--- src/rtl/tc_temp_filter_if.sv ---
`default_nettype none
// +----------------------------------------------------------------------------+
// | tc_temp_filter_if : sample-in / filtered-result-out bundle for the filter  |
// | Rev 1.0                                                                    |
// +----------------------------------------------------------------------------+
interface tc_temp_filter_if #(
  parameter int TEMP_W = 20
);
  logic              i_clr;
  logic [1:0]        i_mode;
  logic [TEMP_W-1:0] i_temp;
  logic              i_stb;
  logic [TEMP_W-1:0] o_temp;
  logic              o_stb;
  logic              o_valid;
  logic [TEMP_W-1:0] o_min;
  logic [TEMP_W-1:0] o_max;

  modport master (
    output i_clr, i_mode, i_temp, i_stb,
    input  o_temp, o_stb, o_valid, o_min, o_max
  );

  modport slave (
    input  i_clr, i_mode, i_temp, i_stb,
    output o_temp, o_stb, o_valid, o_min, o_max
  );
endinterface
`default_nettype wire

--- src/rtl/tc_temp_filter.sv ---
`default_nettype none
// +----------------------------------------------------------------------------+
// | tc_temp_filter : bypass / block-average / EMA filter with min/max tracking |
// | Rev 1.0                                                                    |
// +----------------------------------------------------------------------------+
module tc_temp_filter #(
  parameter int TEMP_W    = 20,
  parameter int LOG2_N    = 3,
  parameter int EMA_SHIFT = 2
) (
  input  logic              clk,
  input  logic              rst_n,
  tc_temp_filter_if.slave   bus
);

  localparam int ACC_W = TEMP_W + LOG2_N;

  typedef enum logic [0:0] {
    EMA_EMPTY = 1'b0,
    EMA_RUN   = 1'b1
  } ema_state_e;

  logic [1:0]        mode_q, mode_d;
  logic [ACC_W-1:0]  acc_q, acc_d;
  logic [LOG2_N-1:0] cnt_q, cnt_d;
  ema_state_e        ema_state_q, ema_state_d;
  logic [TEMP_W-1:0] ema_y_q, ema_y_d;
  logic [TEMP_W-1:0] o_temp_q, o_temp_d;
  logic              o_stb_q, o_stb_d;
  logic              o_valid_q, o_valid_d;
  logic [TEMP_W-1:0] o_min_q, o_min_d;
  logic [TEMP_W-1:0] o_max_q, o_max_d;

  logic              restart;
  logic [ACC_W-1:0]  blk_sum;
  logic [TEMP_W-1:0] blk_avg;
  logic signed [TEMP_W:0] ema_diff;
  logic [TEMP_W-1:0] ema_step;
  logic [TEMP_W-1:0] ema_next;

  assign restart = (bus.i_mode != mode_q);
  assign blk_sum = acc_q + ACC_W'(bus.i_temp);
  assign blk_avg = blk_sum[ACC_W-1:LOG2_N];

  // The true update always lands between y and the sample, so modulo-2^TEMP_W
  // addition of the sign-extended step yields the exact result.
  assign ema_diff = $signed({1'b0, bus.i_temp}) - $signed({1'b0, ema_y_q});
  assign ema_step = TEMP_W'(ema_diff >>> EMA_SHIFT);
  assign ema_next = ema_y_q + ema_step;

  always_comb begin
    mode_d      = bus.i_mode;
    acc_d       = acc_q;
    cnt_d       = cnt_q;
    ema_state_d = ema_state_q;
    ema_y_d     = ema_y_q;
    o_temp_d    = o_temp_q;
    o_stb_d     = 1'b0;
    o_valid_d   = o_valid_q;
    o_min_d     = o_min_q;
    o_max_d     = o_max_q;

    if (bus.i_clr) begin
      acc_d       = '0;
      cnt_d       = '0;
      ema_state_d = EMA_EMPTY;
      o_temp_d    = '0;
      o_valid_d   = 1'b0;
      o_min_d     = '1;
      o_max_d     = '0;
    end else if (restart) begin
      acc_d       = '0;
      cnt_d       = '0;
      ema_state_d = EMA_EMPTY;
    end else if (bus.i_stb) begin
      if (bus.i_temp < o_min_q) o_min_d = bus.i_temp;
      if (bus.i_temp > o_max_q) o_max_d = bus.i_temp;

      case (mode_q)
        2'd1: begin
          cnt_d = cnt_q + 1'b1;
          if (cnt_q == {LOG2_N{1'b1}}) begin
            acc_d    = '0;
            o_temp_d = blk_avg;
            o_stb_d  = 1'b1;
          end else begin
            acc_d = blk_sum;
          end
        end
        2'd2: begin
          if (ema_state_q == EMA_EMPTY) begin
            ema_y_d     = bus.i_temp;
            o_temp_d    = bus.i_temp;
            ema_state_d = EMA_RUN;
          end else begin
            ema_y_d  = ema_next;
            o_temp_d = ema_next;
          end
          o_stb_d = 1'b1;
        end
        default: begin
          o_temp_d = bus.i_temp;
          o_stb_d  = 1'b1;
        end
      endcase

      o_valid_d = o_valid_q | o_stb_d;
    end
  end

  always_ff @(posedge clk) begin
    if (!rst_n) begin
      mode_q      <= 2'd0;
      acc_q       <= '0;
      cnt_q       <= '0;
      ema_state_q <= EMA_EMPTY;
      ema_y_q     <= '0;
      o_temp_q    <= '0;
      o_stb_q     <= 1'b0;
      o_valid_q   <= 1'b0;
      o_min_q     <= '1;
      o_max_q     <= '0;
    end else begin
      mode_q      <= mode_d;
      acc_q       <= acc_d;
      cnt_q       <= cnt_d;
      ema_state_q <= ema_state_d;
      ema_y_q     <= ema_y_d;
      o_temp_q    <= o_temp_d;
      o_stb_q     <= o_stb_d;
      o_valid_q   <= o_valid_d;
      o_min_q     <= o_min_d;
      o_max_q     <= o_max_d;
    end
  end

  assign bus.o_temp  = o_temp_q;
  assign bus.o_stb   = o_stb_q;
  assign bus.o_valid = o_valid_q;
  assign bus.o_min   = o_min_q;
  assign bus.o_max   = o_max_q;

endmodule
`default_nettype wire

--- src/flat_wrapper.sv ---
// flat-port wrapper written by rule: the top's interface ports become plain ports
module tc_temp_filter_flat 
#(
  parameter int TEMP_W    = 20,
  parameter int LOG2_N    = 3,
  parameter int EMA_SHIFT = 2
)
  (clk, rst_n, bus_i_clr, bus_i_mode, bus_i_temp, bus_i_stb, bus_o_temp, bus_o_stb, bus_o_valid, bus_o_min, bus_o_max);
  tc_temp_filter_if #(.TEMP_W(TEMP_W)) bus_i ();
  input  logic clk;
  input  logic rst_n;
  input wire logic [$bits(bus_i.i_clr)-1:0] bus_i_clr;
  input wire logic [$bits(bus_i.i_mode)-1:0] bus_i_mode;
  input wire logic [$bits(bus_i.i_temp)-1:0] bus_i_temp;
  input wire logic [$bits(bus_i.i_stb)-1:0] bus_i_stb;
  output wire logic [$bits(bus_i.o_temp)-1:0] bus_o_temp;
  output wire logic [$bits(bus_i.o_stb)-1:0] bus_o_stb;
  output wire logic [$bits(bus_i.o_valid)-1:0] bus_o_valid;
  output wire logic [$bits(bus_i.o_min)-1:0] bus_o_min;
  output wire logic [$bits(bus_i.o_max)-1:0] bus_o_max;
  assign bus_i.i_clr = bus_i_clr;
  assign bus_i.i_mode = bus_i_mode;
  assign bus_i.i_temp = bus_i_temp;
  assign bus_i.i_stb = bus_i_stb;
  assign bus_o_temp = bus_i.o_temp;
  assign bus_o_stb = bus_i.o_stb;
  assign bus_o_valid = bus_i.o_valid;
  assign bus_o_min = bus_i.o_min;
  assign bus_o_max = bus_i.o_max;
  tc_temp_filter #(.TEMP_W(TEMP_W), .LOG2_N(LOG2_N), .EMA_SHIFT(EMA_SHIFT)) u_core (.clk(clk), .rst_n(rst_n), .bus(bus_i));
endmodule
--- config.mk ---
export PLATFORM = sky130hd
export DESIGN_NAME = tc_temp_filter_flat
export DESIGN_NICKNAME = d
export VERILOG_FILES = /design/src/rtl/tc_temp_filter_if.sv /design/src/rtl/tc_temp_filter.sv /design/src/flat_wrapper.sv
export SDC_FILE = /design/constraint.sdc
export NUM_CORES = 1
export LEC_CHECK = 0
export ABC_CLOCK_PERIOD_IN_PS = 6200
export BUFFER_PORTS_ARGS = -buffer_cell sky130_fd_sc_hd__buf_2
export CAP_MARGIN = 20
export CORE_MARGIN = 4
export CORE_UTILIZATION = 40
export CTS_CLUSTER_DIAMETER = 120
export DETAILED_ROUTE_END_ITERATION = 16
export SLEW_MARGIN = 40
export SYNTH_ARGS = -nofsm -noshare
export SYNTH_HDL_FRONTEND = slang
export SYNTH_SLANG_ARGS = --single-unit
--- constraint.sdc ---
create_clock -name clk -period 6.2 [get_ports clk]
set_input_delay 0.62 -clock clk [delete_from_list [all_inputs] [get_ports clk]]
set_output_delay 0.62 -clock clk [all_outputs]
set_load 0.02 [all_outputs]
Yosys cells after proc, flatten, opt, wreduce, memory -nomap -nowiden

Index checks and enable logic that the tools add are counted.

Register bits after elaboration: 111
Bits of input ports: 26
Output and inout bits: 62
Word-level logic and storage cells: 45

$add $sub $neg: 4
Order comparisons: 2
Equal/unequal tests: 5
Muxes and demuxes: 9
Bitwise operators: 5
Reductions and logical operators: 10

Operators with widths:

| operator              | number |
|---|---|
| $mux W20              | 2 |
| $pmux W20 S2          | 1 |
| $add A23 B20 Y23      | 1 |
| $mux W23              | 1 |
| $sub A20 B20 Y21      | 1 |
| $add A20 B20 Y20      | 1 |
| $gt A20 B20 Y1        | 1 |
| $lt A20 B20 Y1        | 1 |
| $reduce_and A3 Y1     | 3 |
| $reduce_and A2 Y1     | 3 |
| $mux W1               | 5 |
| $not A1 Y1            | 4 |
| $reduce_and A4 Y1     | 1 |
| $reduce_or A4 Y1      | 1 |
| $add A3 B1 Y3 const B | 1 |
| $eq A3 B3 Y1 const B  | 1 |
| $reduce_or A3 Y1      | 1 |
| $eq A2 B1 Y1 const B  | 1 |
| $eq A2 B2 Y1 const B  | 1 |
| $ne A2 B1 Y1 const B  | 1 |
| $ne A2 B2 Y1          | 1 |
| $reduce_or A2 Y1      | 1 |
| $or A1 B1 Y1          | 1 |

Longest topological paths before layout

Gate-level depths: netlist of the first run.

Depth after elaboration: 7
Gate-level depth with buffers: 21
Depth with buffers taken out: 21

Least setup slack after synthesis of the first run

OpenSTA, ideal clock, no wires.

Kind: input port to flip-flop
Start: input bus_i_temp[2]
End: register u_core.o_temp_q[19], in the netlist u_core.bus.o_temp[19]
Library setup time: 0.130 ns
Arrival: 4.762 ns
Data required time: 6.070 ns
Setup slack: 1.308 ns
Stages: 19
Path buffers: 0
Path through: ha_1 a21o_1 a31o_2 nor2b_4 o211a_1 o21ai_0 a21boi_0 o21ai_0 or4b_2 o311ai_0 ha_1 a21o_1 a211oi_1 a21oi_1 or4_1 a21oi_1 xnor3_1 o221ai_1 a21oi_1

Longest elaborated chain between the ends: 4

RTL lines:

| element                | line                  | RTL |
|---|---|---|
| start: declaration     | flat_wrapper.sv:14    | `input wire logic [$bits(bus_i.i_temp)-1:0] bus_i_temp;` |
| $sub A20 B20 Y21       | tc_temp_filter.sv:47  | `assign ema_diff = $signed({1'b0, bus.i_temp}) - $signed({1'b0, ema_y_q});` |
| $add A20 B20 Y20       | tc_temp_filter.sv:49  | `assign ema_next = ema_y_q + ema_step;` |
| $mux W20               | tc_temp_filter.sv:91  | `if (ema_state_q == EMA_EMPTY) begin` |
| $pmux W20 S2 (*)       | tc_temp_filter.sv:79  | `case (mode_q)` |
| end signal: assignment | tc_temp_filter.sv:129 | `o_temp_q <= o_temp_d;` |
| end: declaration       | tc_temp_filter.sv:28  | `logic [TEMP_W-1:0] o_temp_q, o_temp_d;` |

Every way passes the cells marked *; elsewhere a longest branch is shown, timed or not. The select of a mux whose other input is x is not followed.
A chain may end at the register's enable or synchronous reset.

Worst setup path after layout of the first run

Start: register u_core.ema_y_q[2]
End: register u_core.o_temp_q[19], in the netlist u_core.bus.o_temp[19]

Longest elaborated chain between the ends: 4

RTL lines:

| element                  | line                  | RTL |
|---|---|---|
| start: declaration       | tc_temp_filter.sv:27  | `logic [TEMP_W-1:0] ema_y_q, ema_y_d;` |
| start signal: assignment | tc_temp_filter.sv:128 | `ema_y_q <= ema_y_d;` |
| $sub A20 B20 Y21         | tc_temp_filter.sv:47  |  |
| $add A20 B20 Y20 (*)     | tc_temp_filter.sv:49  |  |
| $mux W20 (*)             | tc_temp_filter.sv:91  |  |
| $pmux W20 S2 (*)         | tc_temp_filter.sv:79  |  |

Every way passes the cells marked *; elsewhere a longest branch is shown, timed or not.

==> results.md, run 1 <==
* Root Driver: clkbuf_16
* EDFF count, synth at 0
* Die Width at 151 µm
* Htree depth at 3
* Pwr Density at 185 mW/mm²
* Dpl hpwl at 18800 µm
* Max Fclk at 0.195 GHz
* IO buf count at 87
* Clk pwr share at 36.1%
* Synth cell types at 63
* Crit-path most repeated cell: a21oi_1
* Top-area cell type share of the netlist area at 27.1%
* Wire length of the first global-routing pass at 40000 µm
* Initial antenna violation count at 0
* WL/cell at 18.9 µm
* Area of placed instances at 0.00893 mm²
* Post-layout util at 45.8%
* Most instantiated cells after synthesis: dfxtp_1, ha_1, nor2_1
* CP Launch Type: register
* # DRC at 0
* Ys flop type: dfxtp_1
* Die Y at 151 µm
* Setup TNS at 0 ps
* Clock insertion delay at the later pin of the skew report at 360 ps
* Fin crit share at 82.7%
* P_int at 1.17 mW
* Full die area at 0.0228 mm²
* Syn Area/Cell at 8.08 µm²
* Fill cell count at 2085
* Slew Viols, Final at 0
* Hold_ws at 460 ps
* All-Layer GR Usage at 22.7%
* Diode count at 0
* Register area share after synthesis at 27.1%
* Final wirelength at 25700 µm
* Vias in the first global route at 6975
* Share of cells above drive strength 1 at 13.2%
* Leakage at 4.16 nW
* RSZ-0062 raised after global routing: false
* CP endpoint kind: register
* Clock Tree Buf Depth at 2
* Maxcap violations at 0
* Max incr delay on CP at 600 ps
* Minimum clock period after layout at 5130 ps
* Status: completed
* Sw Share at 31.3%
* Critical path class: reg2reg
* Setup WS pre-CTS at 759 ps
* Asr flop ratio synth at 0%
* Via/cell ratio at 5.65
* Worst hold path type: reg2reg
* Maximum fanout along the worst path at 4
* #FFs+latches synth at 111
* Yosys top cell by area: dfxtp_1
* CTS buffer count at 9
* Nets at 1212
* Router iterations before antenna repair at 5
* Req. time, crit path at 6440 ps
* CTS tree: done
* Resized Gates After CTS at 0
* Top post-synthesis cells by area: dfxtp_1, ha_1, a21oi_1, nor2_1, xnor2_1
* Top-level I/O count at 88
* Routed via count at 7655
* Peak supply drop at 0.143 mV
* ANT nets after route at 0
* Most instantiated library cell after synthesis: dfxtp_1
* Synth warn at 0
* Starting density of the core at 40.6%
* Hold_buf cts at 0
* Final WS setup at 1070 ps
* GP Congestion at 0.885
* Critical-path cell list: inv_1 > ha_1 > a21o_1 > a31o_2 > nor2b_4 > o211a_1 > o21ai_0 > a21boi_0 > o21ai_0 > or4b_2 > o311ai_0 > ha_1 > a21o_1 > a211oi_1 > a21oi_1 > or4_1 > a21oi_1 > xnor3_1 > o221ai_1 > a21oi_1
* Syn Inst Count at 1014
* Post-CTS Setup Inserts at 0
* Slew headroom at 42.6%
* Num rows at 52
* Psw at 533 µW
* Worst Path Arrival at 5360 ps
* Post-route cell area at 0.00924 mm²
* Logic pwr share at 21.1%
* Core area at 0.0202 mm²
* Final setup fails at 0
* Final count of hold timing violations at 0
* Initial DRC Count at 584
* Clock Skew at 10.6 ps
* Clock Pin Slew Worst Setup and Hold Paths at 80 ps
* Slowest cell on crit path: or4b_2
* Post-Synthesis Cell Area at 0.00819 mm²
* Register share of total power at 42.8%
* Clk sinks at 111
* Total gr overflow at 0
* Tightest Pin Transition at 840 ps
* Area Overhead vs Synth at 12.8%
* Pin count of the biggest net entering global routing at 45
* Synthesized Nets at 1145
==> stage by stage <==
step	total power [mW]	std cells
after global placement	1.10	1339
after detailed placement	1.10	1339
after global routing	1.79	1356
after CTS	1.71	1355
final	1.71	1356
after floorplan	0.986	1014
==> worst max-delay path, delay by kind of cell, from the launching register on <==
kind	cells	cell delay, ps
xor gates and xnor gates	1	250
DFF	1	370
buffers and inverters	1	60
AOI/OAI and AO/OA	13	2480
and+or+nand+nor	3	1160
adders and majority gates	2	670
==> cells in the final DEF (no fill, tap or decap), types with 24 or more instances in the layout <==
| cell type | synthesis | routed |
|---|---|---|
| a21o_1 | 27 | 27 |
| a21oi_1 | 79 | 79 |
| a31oi_1 | 26 | 26 |
| buf_2 | 2 | 87 |
| dfxtp_1 | 111 | 111 |
| ha_1 | 103 | 103 |
| inv_1 | 79 | 79 |
| mux2i_1 | 24 | 24 |
| nand2_1 | 64 | 62 |
| nor2_1 | 94 | 94 |
| nor3_1 | 35 | 34 |
| o21ai_0 | 45 | 45 |
| xnor2_1 | 36 | 36 |
==> cell type report <==
cell class	count	area, µm²	share of cell area [%]
well taps	270	338	3.66
repair buffers	103	556	6.02
inverters	79	297	3.21
clock buffers	11	233	2.52
flip-flops and latches	111	2220	24.1
clock inverters	5	63.8	0.691
multi-input cells	777	5530	59.8
==> state kept, by name, summed over array words and instances, names as in the netlist <==
name and flops:
u_core.bus.o_min 20, u_core.bus.o_valid 1, u_core.cnt_q 3, u_core.ema_y_q 20, u_core.ema_state_q 1, u_core.bus.o_stb 1
u_core.bus.o_max 20, u_core.bus.o_temp 20, u_core.mode_q 2, u_core.acc_q 23
==> power groups by stage <==
| stage | clock [mW] | sequential [mW] | combinational (mW) |
|---|---|---|---|
| 5_1_grt | 0.661 | 0.732 | 0.396 |
| 3_3_place_gp | 0 | 0.747 | 0.351 |
| 2_1_floorplan | 0 | 0.754 | 0.231 |
| 6_report | 0.617 | 0.730 | 0.359 |
| 4_1_cts | 0.628 | 0.730 | 0.356 |
| 3_5_place_dp | 0 | 0.747 | 0.354 |
==> routing by layer <==
| metal | global-route usage, % | routed length [µm] | up-vias |
|---|---|---|---|
| met3 | 3.23 | 1380 | 27 |
| met4 | 6.17 | 511 | 0 |
| met1 | 33.2 | 12300 | 3641 |
| li1 | - | - | 3798 |
| met5 | 0 | 0 | - |
| met2 | 34.9 | 11500 | 189 |
==> logic make-up (layout without fill, tap and decap cells) <==
group           Yosys count  in the layout  share of synthesized area (%)
compound gates          308            308                           25.4
simple gates            291            291                           17.0
buf+inv                 126            198                           5.81
flops                   111            111                           27.1
fa+ha+maj               105            105                           16.2
xor+xnor                 45             45                           4.98
mux                      28             28                           3.48
==> worst paths after layout <==
kind / slack (ps) / from / depth (start not counted) / to
worst max-delay path: 1070 / u_core.ema_y_q[2] / 20 / u_core.bus.o_temp[19]
worst min register to register: 460 / u_core.acc_q[19] / 2 / u_core.acc_q[19]
worst min-delay path: 460 / u_core.acc_q[19] / 2 / u_core.acc_q[19]
worst max register to register: 1070 / u_core.ema_y_q[2] / 20 / u_core.bus.o_temp[19]
Note: power is estimated with default switching activity, not from simulation.
==> run 2: changes to the inputs <==
--- a/config.mk
+++ b/config.mk
@@ -5,7 +5,7 @@
 export SDC_FILE = /design/constraint.sdc
 export NUM_CORES = 1
 export LEC_CHECK = 0
-export ABC_CLOCK_PERIOD_IN_PS = 6200
+export ABC_CLOCK_PERIOD_IN_PS = 4900
 export BUFFER_PORTS_ARGS = -buffer_cell sky130_fd_sc_hd__buf_2
 export CAP_MARGIN = 20
 export CORE_MARGIN = 4
==> constraint.sdc (replaced) <==
create_clock -name clk -period 4.9 [get_ports clk]
set_input_delay 0.49 -clock clk [delete_from_list [all_inputs] [get_ports clk]]
set_output_delay 0.49 -clock clk [all_outputs]
set_load 0.02 [all_outputs]
==> run 2 against run 1 <==
Critical endpoint unchanged. Clock power up 33%. Critical path type unchanged. Highest routed layer unchanged. Fmax grew 9.9%. Largest power group unchanged. Combinational power grew 35%. Cell count up 2.7%.
==> results.md, run 2 (same netlist as run 1, synthesis figures left out) <==
* Top-level I/O count at 88 (unchanged)
* RR Endpoint: u_core.bus.o_temp[19]
* Sw Share at 31.3% (about the same)
* Peak supply drop at 0.169 mV (+18%)
* CP endpoint kind: register
* CP Buf/Inv Count at 1 (unchanged)
* Initial antenna violation count at 0 (unchanged)
* Post-layout util at 47.5% (+1.8 points)
* Psw at 698 µW (+31%)
* Diode count at 0 (unchanged)
* GP Congestion at 0.894 (+0.99%)
* Router iterations before antenna repair at 7 (+2)
* Clock insertion delay at the later pin of the skew report at 360 ps (about the same)
* Reg2Reg Depth at 20 (unchanged)
* Routed via count at 7849 (+2.5%)
* Register share of total power at 41.4% (-1.4 points)
* Share of cells above drive strength 1 at 16.8% (+3.7 points)
* # DRC at 0 (unchanged)
* Root Driver: clkbuf_16
* Starting density of the core at 40.6% (unchanged)
* CTS tree: done
* Fin crit share at 95.2% (+13 points)
* Start of the worst register-to-register path: u_core.ema_y_q[2]
* Most frequent cells in the layout: dfxtp_1, ha_1, nor2_1, buf_2, inv_1
* Nets at 1248 (+3.0%)
* Num rows at 52 (unchanged)
* Pin count of the biggest net entering global routing at 45 (unchanged)
* Final wirelength at 26500 µm (+3.2%)
* Pwr Density at 233 mW/mm² (+26%)
* Area Overhead vs Synth at 17.1%
* Hold_buf cts at 0 (unchanged)
* Clock Tree Buf Depth at 2 (unchanged)
* Logic pwr share at 21.8% (+0.7 points)
* Slew Viols, Final at 0 (unchanged)
* Fin cells at 1392 (+2.7%)
* Most common cell after layout, fill and taps aside: dfxtp_1
* Reg area at 0.00222 mm² (unchanged)
* Max incr delay on CP at 620 ps (+20 ps)
* CP Launch Type: register
* Maximum fanout along the worst path at 3 (-1)
* Via/cell ratio at 5.64 (-0.12%)
* Slew headroom at 44.9% (+2.4 points)
* Core area at 0.0202 mm² (unchanged)
* Die Width at 151 µm (unchanged)
* Tightest Pin Transition at 826 ps (-13.6 ps)
* Hold path depth at 2 (unchanged)
* Dpl hpwl at 19700 µm (+5.1%)
* CTS buffer count at 9 (unchanged)
* Critical-path cell list: inv_1 > ha_1 > a21o_1 > a31o_2 > nor2b_4 > o211a_4 > o21ai_2 > a21boi_2 > o21ai_2 > or4b_2 > o311ai_2 > ha_1 > a21o_1 > a211oi_1 > a21oi_1 > or4_1 > a21oi_2 > xnor3_1 > o221ai_2 > a21oi_1
* Worst Path Arrival at 4910 ps (-450 ps)
* CP startpoint: u_core.ema_y_q[2]
* Minimum clock period after layout at 4670 ps (-460 ps)
* Worst hold path type: in2reg
* Clock Skew at 13.4 ps (+2.76 ps)
* ANT nets after route at 0 (unchanged)
* Slowest cell on crit path: or4b_2
* Critical path class: reg2reg
* Leakage at 4.36 nW (+5.0%)
* Vias in the first global route at 7239 (+3.8%)
* Reg2Reg Setup Slack at 230 ps (-840 ps)
* P_int at 1.53 mW (+31%)
* RSZ-0062 raised after global routing: false
* Wire length of the first global-routing pass at 41000 µm (+2.6%)
* Final setup fails at 0 (unchanged)
* Placed Cells at 1376 (+2.8%)
* Clk sinks at 111 (unchanged)
* Final count of hold timing violations at 0 (unchanged)
* Req. time, crit path at 5150 ps (-1290 ps)
* Maxcap violations at 0 (unchanged)
* Max reg flops at 23 (unchanged)
* Worst min-delay path startpoint: bus_i_mode[0]
* Status: completed
* Clock Pin Slew Worst Setup and Hold Paths at 80 ps (about the same)
* Critical Path Sink: u_core.bus.o_temp[19]
* IO buf count at 87 (unchanged)
* Htree depth at 3 (unchanged)
* Total gr overflow at 0 (unchanged)
* Full die area at 0.0228 mm² (unchanged)
* Reg with most FFs: u_core.acc_q
* Fill cell count at 2072 (-0.62%)
* Crit path max-delay family: compound AO/OA/AOI/OAI gates
* Clk pwr share at 36.8% (+0.7 points)
* All-Layer GR Usage at 23.2% (+0.50 points)
* Multi-input logic area at 0.00558 mm² (+0.97%)
* Max Fclk at 0.214 GHz (+9.9%)
* WL/cell at 19.0 µm (+0.48%)
* Initial DRC Count at 573 (-1.9%)
* Die Y at 151 µm (unchanged)
* CP Depth at 20 (unchanged)
## run 2: cell types whose count changed in the layout (fill, tap and decap cells not counted), moves of 2 or more
cell	delta
buf_4	+35
a21boi_0	-2
clkbuf_1	-2
clkbuf_8	+2
o21ai_0	-2
o21ai_2	+2
## run 2: area by class of cell
cell class                 instances  share of cell area (%)
multi-input combinational        777                    58.2
sequential                       111                    23.2
timing repair buffer             139                    8.74
tap                              270                    3.52
inverter                          79                    3.09
clock buffer                      11                    2.64
clock inverter                     5                   0.639
## run 2: repair_timing
item / in CTS / in global routing
cloned: 0 / 0
pin swaps: 2 / 3
resized for setup: 3 / 12
setup endpoints to repair: 3 / 8
setup buffers: 0 / 0
## run 2: worst min-delay path by stage
stage                                 endpoint  slack, ps
final                         u_core.mode_q[0]        360
after detailed placement  u_core.bus.o_temp[3]        440
after global routing          u_core.mode_q[0]        360
after floorplan               u_core.acc_q[12]        440
after CTS                     u_core.mode_q[0]        350
after global placement    u_core.bus.o_temp[3]        440
## run 2: per-stage QoR
stage | cell area, µm² | power, mW | setup TNS [ps] | worst slack [ps] | hold WS, ps
after CTS | 9540 | 2.23 | 0 | 25.7 | 355
after detailed placement | 9220 | 1.42 | -1100 | -322 | 444
after floorplan | 8190 | 1.25 | 0 | 138 | 436
final | 9590 | 2.23 | 0 | 233 | 361
after global routing | 9590 | 2.33 | 0 | 6.69 | 361
after global placement | 9220 | 1.41 | -947 | -277 | 442
## run 2: routing by layer
layer	track usage, %	wire length [µm]
met1	34.0	12600
met2	36.2	12000
met3	2.66	1410
met4	5.94	453
met5	0	0
## run 2: power groups by stage
stage / Clock (mW) / Combinational (mW) / Sequential (mW)
floorplan: 0 / 0.293 / 0.955
global placement: 0 / 0.470 / 0.945
detailed placement: 0 / 0.474 / 0.945
CTS: 0.831 / 0.478 / 0.924
global route: 0.870 / 0.534 / 0.926
finish: 0.821 / 0.486 / 0.924
==> run 3: changes to the inputs <==
--- a/config.mk
+++ b/config.mk
@@ -12,6 +12,7 @@
 export CORE_UTILIZATION = 40
 export CTS_CLUSTER_DIAMETER = 120
 export DETAILED_ROUTE_END_ITERATION = 16
+export PLACE_DENSITY_LB_ADDON = 0.08
 export SLEW_MARGIN = 40
 export SYNTH_ARGS = -nofsm -noshare
 export SYNTH_HDL_FRONTEND = slang
==> run 3 against run 2 <==
Register-to-register slack gained 180 ps. Clock skew shrank 6.9 ps. Largest cell class unchanged. Critical path depth is the same. Worst setup slack gained 180 ps. Fmax grew 4.0%. First-iteration DRC count shrank 15%. Global-route usage grew 0.87 points.
==> results.md, run 3 (same netlist as run 1, synthesis figures left out) <==
* Status: completed
* Initial DRC Count at 485 (-15%)
* Pin count of the biggest net entering global routing at 52 (+16%)
* Psw at 684 µW (-1.9%)
* Reg2Reg Setup Slack at 410 ps (+180 ps)
* Critical-path cell list: inv_1 > ha_1 > a21o_1 > a31o_2 > nor2b_4 > o211a_1 > o21ai_2 > a21boi_1 > o21ai_1 > or4b_4 > o311ai_2 > ha_1 > a21o_1 > a21oi_2 > o21a_1 > a31oi_1 > or4b_2 > a31oi_2 > nand3_1 > a31oi_1
* Root Driver: clkbuf_16
* Slew headroom at 50.2% (+5.3 points)
* IO buf count at 87 (unchanged)
* Clk pwr share at 37.3% (+0.5 points)
* Slowest cell on crit path: or4b_2
* Clk sinks at 111 (unchanged)
* Worst hold path type: in2reg
* RR Endpoint: u_core.bus.o_temp[18]
* Final setup fails at 0 (unchanged)
* ANT nets after route at 0 (unchanged)
* Full die area at 0.0228 mm² (unchanged)
* Uppermost layer routed: met4
* Minimum clock period after layout at 4490 ps (-178 ps)
* Leakage at 4.36 nW (about the same)
* Register share of total power at 41.1% (-0.3 points)
* Sw Share at 30.4% (-0.86 points)
* Vias in the first global route at 7427 (+2.6%)
* Nets at 1248 (unchanged)
* Maximum fanout along the worst path at 3 (unchanged)
* Fin crit share at 91.6% (-3.6 points)
* Max incr delay on CP at 660 ps (+40 ps)
* Pwr Density at 235 mW/mm² (+0.94%)
* All-Layer GR Usage at 24.1% (+0.87 points)
* Initial antenna violation count at 0 (unchanged)
* Start of the worst register-to-register path: u_core.ema_y_q[2]
* Clock insertion delay at the later pin of the skew report at 360 ps (about the same)
* Met3 WL at 1140 µm (-19%)
* Met2 wire len at 12500 µm (+4.4%)
* Clock Tree Buf Depth at 2 (unchanged)
* Most frequent cells in the layout: dfxtp_1, ha_1, nor2_1, buf_2, inv_1
* Maxcap violations at 0 (unchanged)
* Die Y at 151 µm (unchanged)
* Wire length of the first global-routing pass at 42100 µm (+2.7%)
* CTS tree: done
* Slew Viols, Final at 0 (unchanged)
* Diode count at 0 (unchanged)
* Crit path max-delay family: compound AO/OA/AOI/OAI gates
* Clock Pin Slew Worst Setup and Hold Paths at 80 ps (about the same)
* Area Overhead vs Synth at 17.0%
* Critical Path Sink: u_core.bus.o_temp[18]
* Worst Path Arrival at 4780 ps (-130 ps)
* Req. time, crit path at 5190 ps (+40 ps)
* RSZ-0062 raised after global routing: false
* Max Fclk at 0.223 GHz (+4.0%)
* Final count of hold timing violations at 0 (unchanged)
* Logic pwr share at 21.6% (-0.2 points)
* Total Power at 2.25 mW (+0.82%)
* Peak supply drop at 0.154 mV (-8.6%)
* CTS buffer count at 9 (unchanged)
* Core area at 0.0202 mm² (unchanged)
* Total gr overflow at 0 (unchanged)
* CP startpoint: u_core.ema_y_q[2]
* CP Launch Type: register
* Die Width at 151 µm (unchanged)
* Share of cells above drive strength 1 at 16.8% (unchanged)
* Htree depth at 3 (unchanged)
* CP endpoint kind: register
* P_int at 1.57 mW (+2.1%)
* Setup TNS at 0 ps (unchanged)
* Top-level I/O count at 88 (unchanged)
* Critical path class: reg2reg
* Final wirelength at 27200 µm (+2.9%)
* Routed via count at 7820 (-0.37%)
* Via/cell ratio at 5.62 (-0.37%)
* Hold_buf cts at 0 (unchanged)
* CP Buf/Inv Count at 1 (unchanged)
* CP Depth at 20 (unchanged)
* # DRC at 0 (unchanged)
* Dpl hpwl at 20400 µm (+3.2%)
* Wl on met1 at 13000 µm (+2.5%)
* Max reg flops at 23 (unchanged)
* Starting density of the core at 40.6% (unchanged)
* Clock Skew at 6.50 ps (-6.90 ps)
* Reg2Reg Depth at 20 (unchanged)
* Num rows at 52 (unchanged)
* Tightest Pin Transition at 747 ps (-79.8 ps)
* Reg with most FFs: u_core.acc_q
* Router iterations before antenna repair at 5 (-2)
* WL/cell at 19.6 µm (+2.9%)
* Most common cell after layout, fill and taps aside: dfxtp_1
* GP Congestion at 0.852 (-4.7%)
-- run 3: repair_timing --
action | CTS | global route
endpoints found under the setup margin | 2 | 8
setup buffers | 0 | 2
pin swaps | 0 | 6
gates resized for setup | 1 | 13
-- run 3: power groups by stage --
stage,combinational (mW),sequential [mW],clock [mW]
2_1_floorplan,0.293,0.955,0
3_3_place_gp,0.473,0.946,0
3_5_place_dp,0.473,0.946,0
4_1_cts,0.476,0.924,0.858
5_1_grt,0.536,0.926,0.885
6_report,0.485,0.924,0.840
-- run 3: worst register-to-register path: cells and delay by family, from the launching register on --
kind	cells	cell delay, ps
flops	1	330
fa+ha+maj	2	590
simple gates	4	1380
buf+inv	1	40
compound gates	13	2100
-- run 3: final cells by class --
cell class | instances | area (µm²)
Fill cell | 2077 | 10600
Multi-Input combinational cell | 777 | 5570
Sequential cell | 111 | 2220
Timing Repair Buffer | 139 | 826
Tap cell | 270 | 338
Inverter | 79 | 297
Clock buffer | 11 | 243
Clock inverter | 5 | 81.3
-- run 3: worst min path at each step --
stage                         startpoint                   end  depth (start not counted)
floorplan               u_core.acc_q[12]      u_core.acc_q[12]                          2
global placement    u_core.bus.o_temp[0]  u_core.bus.o_temp[0]                          2
detailed placement      u_core.acc_q[19]      u_core.acc_q[19]                          2
CTS                        bus_i_mode[1]      u_core.mode_q[1]                          2
global route               bus_i_mode[0]      u_core.mode_q[0]                          2
finish                     bus_i_mode[1]      u_core.mode_q[1]                          2
-- run 3: metal layers --
| metal | global-route usage (%) | up-vias |
|---|---|---|
| li1 | - | 3865 |
| met1 | 34.0 | 3756 |
| met2 | 39.1 | 171 |
| met3 | 2.18 | 28 |
| met4 | 6.89 | 0 |
| met5 | 0 | - |
-- run 3: through the flow --
step	std cells	hold WS, ps	cell area, µm²	setup slack (ps)	util (%)
final	1392	362	9580	411	47.5
after floorplan	1014	436	8190	138	-
after global routing	1392	366	9580	119	47.5
after global placement	1374	444	9190	-262	45.6
after CTS	1390	352	9520	52.7	47.2
after detailed placement	1374	450	9190	-243	45.6
